### src/rtl/single_mips_pkg.sv
// Shared definitions for the single-cycle MIPS instruction-memory loader:
// loader FSM states and image stream framing constants.
package single_mips_pkg;

    // Bytes in the image length header, and bytes per instruction word.
    localparam int unsigned HDR_BYTES  = 2;
    localparam int unsigned WORD_BYTES = 4;

    typedef enum logic [2:0] {
        StIdle,
        StLenHi,
        StLenLo,
        StData,
        StWrite,
        StDone,
        StError
    } loader_state_e;

endpackage

### src/rtl/single_mips_byte_packer.sv
// Assembles big-endian 32-bit words from a byte stream; full flags the byte
// that completes a word.
module single_mips_byte_packer
    import single_mips_pkg::*;
(
    input  logic        CLK,
    input  logic        RST_N,
    input  logic        clear,
    input  logic        shift_en,
    input  logic [7:0]  byte_in,
    output logic [31:0] word_out,
    output logic        full
);

    logic [1:0]  cnt_q, cnt_d;
    logic [31:0] word_q, word_d;

    always_comb begin
        cnt_d  = cnt_q;
        word_d = word_q;
        if (clear) begin
            cnt_d = '0;
        end else if (shift_en) begin
            word_d = {word_q[23:0], byte_in};
            cnt_d  = cnt_q + 2'd1;
        end
    end

    always_ff @(posedge CLK or negedge RST_N) begin
        if (!RST_N) begin
            cnt_q  <= '0;
            word_q <= '0;
        end else begin
            cnt_q  <= cnt_d;
            word_q <= word_d;
        end
    end

    assign word_out = word_q;
    assign full     = shift_en && !clear && (cnt_q == 2'(WORD_BYTES - 1));

endmodule

### src/rtl/single_mips_imem_loader.sv
// Streams a length-prefixed big-endian image into instruction memory and holds
// the core in reset until the whole image has been written.
module single_mips_imem_loader
    import single_mips_pkg::*;
#(
    parameter int unsigned           ADDR_WIDTH = 32,
    parameter int unsigned           DATA_WIDTH = 32,
    parameter logic [ADDR_WIDTH-1:0] BASE_ADDR  = '0,
    parameter int unsigned           MAX_WORDS  = 256
) (
    input  logic                  CLK,
    input  logic                  RST_N,
    input  logic                  start,
    input  logic                  byte_valid,
    input  logic [7:0]            byte_data,
    output logic                  byte_ready,
    output logic                  imem_wr_en,
    output logic [ADDR_WIDTH-1:0] imem_wr_addr,
    output logic [DATA_WIDTH-1:0] imem_wr_data,
    output logic                  core_rst_n,
    output logic                  busy,
    output logic                  done,
    output logic                  error
);

    localparam int unsigned LenW = 8 * HDR_BYTES;

    loader_state_e         state_q, state_d;
    logic [LenW-1:0]       n_q, n_d;
    logic [15:0]           word_cnt_q, word_cnt_d;
    logic [ADDR_WIDTH-1:0] addr_q, addr_d;
    logic [DATA_WIDTH-1:0] data_q, data_d;
    logic                  core_rst_n_q, core_rst_n_d;

    logic                  xfer;
    logic [LenW-1:0]       n_hdr;
    logic [ADDR_WIDTH-1:0] wr_addr_live;
    logic                  pk_clear;
    logic                  pk_shift;
    logic [31:0]           pk_word;
    logic                  pk_full;

    single_mips_byte_packer u_packer (
        .CLK      (CLK),
        .RST_N    (RST_N),
        .clear    (pk_clear),
        .shift_en (pk_shift),
        .byte_in  (byte_data),
        .word_out (pk_word),
        .full     (pk_full)
    );

    assign byte_ready = (state_q == StLenHi) || (state_q == StLenLo) || (state_q == StData);
    assign xfer       = byte_valid && byte_ready;
    // Header bytes arrive high first, so shifting left leaves N fully formed.
    assign n_hdr      = {n_q[LenW-9:0], byte_data};
    assign wr_addr_live = BASE_ADDR + ADDR_WIDTH'({word_cnt_q, 2'b00});

    always_comb begin
        state_d    = state_q;
        n_d        = n_q;
        word_cnt_d = word_cnt_q;
        addr_d     = addr_q;
        data_d     = data_q;
        pk_clear   = 1'b0;
        pk_shift   = 1'b0;
        case (state_q)
            StIdle, StDone, StError: begin
                if (start) begin
                    state_d    = StLenHi;
                    word_cnt_d = '0;
                    pk_clear   = 1'b1;
                end
            end
            StLenHi: begin
                if (xfer) begin
                    n_d     = n_hdr;
                    state_d = StLenLo;
                end
            end
            StLenLo: begin
                if (xfer) begin
                    n_d = n_hdr;
                    if (n_hdr == '0) begin
                        state_d = StDone;
                    end else if (32'(n_hdr) > MAX_WORDS) begin
                        state_d = StError;
                    end else begin
                        state_d = StData;
                    end
                end
            end
            StData: begin
                pk_shift = xfer;
                if (pk_full) begin
                    state_d = StWrite;
                end
            end
            StWrite: begin
                addr_d     = wr_addr_live;
                data_d     = DATA_WIDTH'(pk_word);
                word_cnt_d = word_cnt_q + 16'd1;
                state_d    = (word_cnt_d == n_q) ? StDone : StData;
            end
            default: state_d = StIdle;
        endcase
        core_rst_n_d = (state_d == StDone);
    end

    always_ff @(posedge CLK or negedge RST_N) begin
        if (!RST_N) begin
            state_q      <= StIdle;
            n_q          <= '0;
            word_cnt_q   <= '0;
            addr_q       <= BASE_ADDR;
            data_q       <= '0;
            core_rst_n_q <= 1'b0;
        end else begin
            state_q      <= state_d;
            n_q          <= n_d;
            word_cnt_q   <= word_cnt_d;
            addr_q       <= addr_d;
            data_q       <= data_d;
            core_rst_n_q <= core_rst_n_d;
        end
    end

    // Live values during the write strobe, last written values otherwise.
    assign imem_wr_en   = (state_q == StWrite);
    assign imem_wr_addr = imem_wr_en ? wr_addr_live : addr_q;
    assign imem_wr_data = imem_wr_en ? DATA_WIDTH'(pk_word) : data_q;

    assign core_rst_n = core_rst_n_q;
    assign busy       = byte_ready || (state_q == StWrite);
    assign done       = (state_q == StDone);
    assign error      = (state_q == StError);

endmodule

### config.mk
export PLATFORM = sky130hd
export DESIGN_NAME = single_mips_imem_loader
export DESIGN_NICKNAME = d
export VERILOG_FILES = /design/src/rtl/single_mips_pkg.sv /design/src/rtl/single_mips_byte_packer.sv /design/src/rtl/single_mips_imem_loader.sv
export SDC_FILE = /design/constraint.sdc
export NUM_CORES = 1
export LEC_CHECK = 0
export CAP_MARGIN = 20
export CORE_UTILIZATION = 54
export CTS_BUF_LIST = sky130_fd_sc_hd__clkbuf_8 sky130_fd_sc_hd__clkbuf_16
export DETAILED_ROUTE_END_ITERATION = 7
export GPL_ROUTABILITY_DRIVEN = 0
export PLACE_DENSITY = 0.79
export SLEW_MARGIN = 30
export SYNTH_ARGS = -nofsm -noshare
export SYNTH_HDL_FRONTEND = slang
export SYNTH_SLANG_ARGS = --single-unit
### constraint.sdc
create_clock -name CLK -period 2.5 [get_ports CLK]
set_input_delay 0.25 -clock CLK [delete_from_list [all_inputs] [get_ports CLK]]
set_output_delay 0.25 -clock CLK [all_outputs]
set_load 0.03 [all_outputs]
==> out/results.txt <==
crit start category: flop
Max rail drop VDD: 1.00 mV
largest net degree at the start of global routing: 64
share of layout cells above drive strength 1: 24.5%
Avg Synthesized Cell Area: 10.3 um2
number of diodes: 0
top_reg_cell synth: dfrtp_1
Logic pwr share: 39.9%
yosys warns: 0
Clk network pwr share: 23.5%
Syn Inst Count: 564
first drt pass iteration count: 4
RSZ-0062 raised after global routing: no
final net count: 665
Setup Skew: 0.00750 ns
number of I/O port buffers: 81
sequential share of the synthesized area: 57.4%
reg2reg path depth: 7
Synth-to-Final Area Change: 28.4%
worst min path class: primary input to asynchronous set/reset pin
fill count: 754
CP Max Fanout: 20
Final period util: 95.5%
Slowest-stage cell, CP: dfrtp_2
initial core utilization: 56.0%
std cell rows: 37
setup TNS: 0 ns
worst-margin pin slew: 0.590 ns
Worst setup EP type: output pin
Setup CP Type: flop to output pin
footprint of the multi-input gates: 2350 um2
Critical Path AT: 2.14 ns
DIE AREA: 11,200 um2
max incr delay on CP: 0.49 ns
outcome: complete, no violations
r2r setup slk: 0.17 ns
# DRC: 0
final hold viol count: 0
CTS root buf: clkbuf_8
total gr overflow: 0
Yosys cell types: 49
clk_lat worst skew: 0.53 ns
total number of vias: 4,521
R2R Path End: state_q[1]$_DFF_PN0_
Psw: 3.70 mW
cell area after synthesis: 5840 um2
Reg clk slew, reported paths: 0.06 ns
CP cell instances: nor2_4 > nand2_4 > inv_6 > buf_4 > nand2_1 > nand2_1 > buf_4
slew margin rel.: 60.7%
Final HPWL DP: 9010 um
sink count of the clock tree: 134
sw frac: 38.4%
TritonCTS clock tree: built
PwrDens: 1290 nW/um2
WL/cell: 17.4 um
reg2reg start: word_cnt_q[0]$_DFFE_PN0P_
DIE HEIGHT: 106 um
Reg power frac: 36.7%
CTS H-tree lvls: 4
MaxCap Viol Count: 0
Area after DPL: 6870 um2
first-pass GRT wire length: 22,800 um
Post-synth ARST share: 100%
leakage: 3.85 nW
Pint: 5.93 mW
initial antenna violation count: 0
1st-iter DRT viols: 258
Die Wd: 106 um
vias in the first global route: 4,526
Slew Limit Fails: 0
CP bufs+invs: 3
critical path required time: 2.25 ns
Total Wirelength: 13,900 um
Largest delay share family, worst path: simple AND/OR/NAND/NOR gates
Max Fclk: 0.419 GHz
final instance area: 7490 um2
clk buf depth: 2
most frequent cells in the layout: nand2_1, dfrtp_1, buf_4
FF+latch area: 3360 um2
Core ar.: 10,400 um2
Net Count, Synth: 578
GRT Total Usage: 26.7%
TritonCTS buffer count: 17
EDFF count, synth: 0
Detail Route Antenna Nets: 0
commonest non-fill, non-tap cell in the layout: nand2_1
Tmin final: 2.39 ns
final setup vio count: 0
I/O Pins: 82
Avg Vias per Cell: 5.65
number of synthesized register bits: 134
[worst max-delay path by stage]
stage                               from                   end  slack [ns]  cells after the start
floorplan           state_q[1]$_DFF_PN0_      imem_wr_addr[11]        0.36                      7
global placement            byte_data[5]  core_rst_n$_DFF_PN0_        0.13                      6
detailed placement          byte_data[1]  core_rst_n$_DFF_PN0_        0.07                      6
CTS                 state_q[0]$_DFF_PN0_       imem_wr_addr[1]        0.01                      4
global route        state_q[0]$_DFF_PN0_       imem_wr_addr[9]       0.008                      5
finish              state_q[0]$_DFF_PN0_       imem_wr_data[2]        0.11                      7
[metal layers]
layer	up-vias	GRT usage, %	part of all wire, %
met4	0	10.2	1.7
met3	22	7.42	5.8
met5	-	0	0
met2	162	43.7	51
li1	2088	-	-
met1	2249	33.8	42
[cell type report]
class	instances	share of cell area, %
sequential	134	44.8
timing repair buffer	101	13.9
inverter	6	0.367
tap	136	2.27
clock buffer	18	5.71
clock inverter	14	1.52
multi-input combinational	391	31.4
[cells in the mapped netlist, drive strengths merged, types with 9 or more instances]
library cell	number	area share, %
nand3	9	0.86
buf	15	1.2
a21oi	13	1.1
clkbuf	18	1.2
and2	20	2.1
mux2	48	9.3
nand2	159	10
nor2	15	0.96
o21ai	34	2.9
dfrtp	134	57
xnor2	11	1.7
[cells by family (layout without fill, tap and decap cells)]
| kind of cell | Yosys count | in the layout | synth area share (%) |
|---|---|---|---|
| and+or+nand+nor | 251 | 251 | 20.0 |
| buffers and inverters | 39 | 139 | 2.77 |
| adders and majority gates | 2 | 2 | 0.429 |
| DFF | 134 | 134 | 57.4 |
| muxes | 48 | 48 | 9.26 |
| xor gates and xnor gates | 18 | 18 | 2.70 |
| AOI/OAI and AO/OA | 72 | 72 | 7.40 |
[state kept, by name, indices dropped and copies added (netlist names)]
name and cells:
data_q 32, u_packer.word_out 32, n_q 16, u_packer.cnt_q 2
addr_q 32, core_rst_n 1, word_cnt_q 16, state_q 3
[power by group through the flow]
stage | sequential, mW | clock (mW) | combinational (mW)
finish | 3.53 | 2.26 | 3.84
detailed placement | 3.53 | 0 | 3.79
floorplan | 3.26 | 0 | 2.50
global placement | 3.49 | 0 | 3.69
CTS | 3.52 | 2.30 | 3.86
global route | 3.60 | 2.39 | 4.11
[per-stage QoR]
stage               std cells  power (mW)  util (%)  setup WS, ns  hold slack (ns)
global placement          767        7.18      65.9         0.126            0.264
global route              800        10.1      71.9       0.00814            0.313
detailed placement        767        7.32      65.9        0.0679            0.279
finish                    800        9.63      71.9         0.112            0.280
CTS                       800        9.68      71.4        0.0111            0.278
floorplan                 564        5.76         -         0.362          -0.0456
[what timing repair did]
item / CTS / global route
endpoints found under the hold margin: 61 / 0
gates resized for setup: 7 / 22
setup buffers: 0 / 0
hold buffers: 1 / 0
setup endpoints to repair: 66 / 47
(Power assumes the default switching activity.)
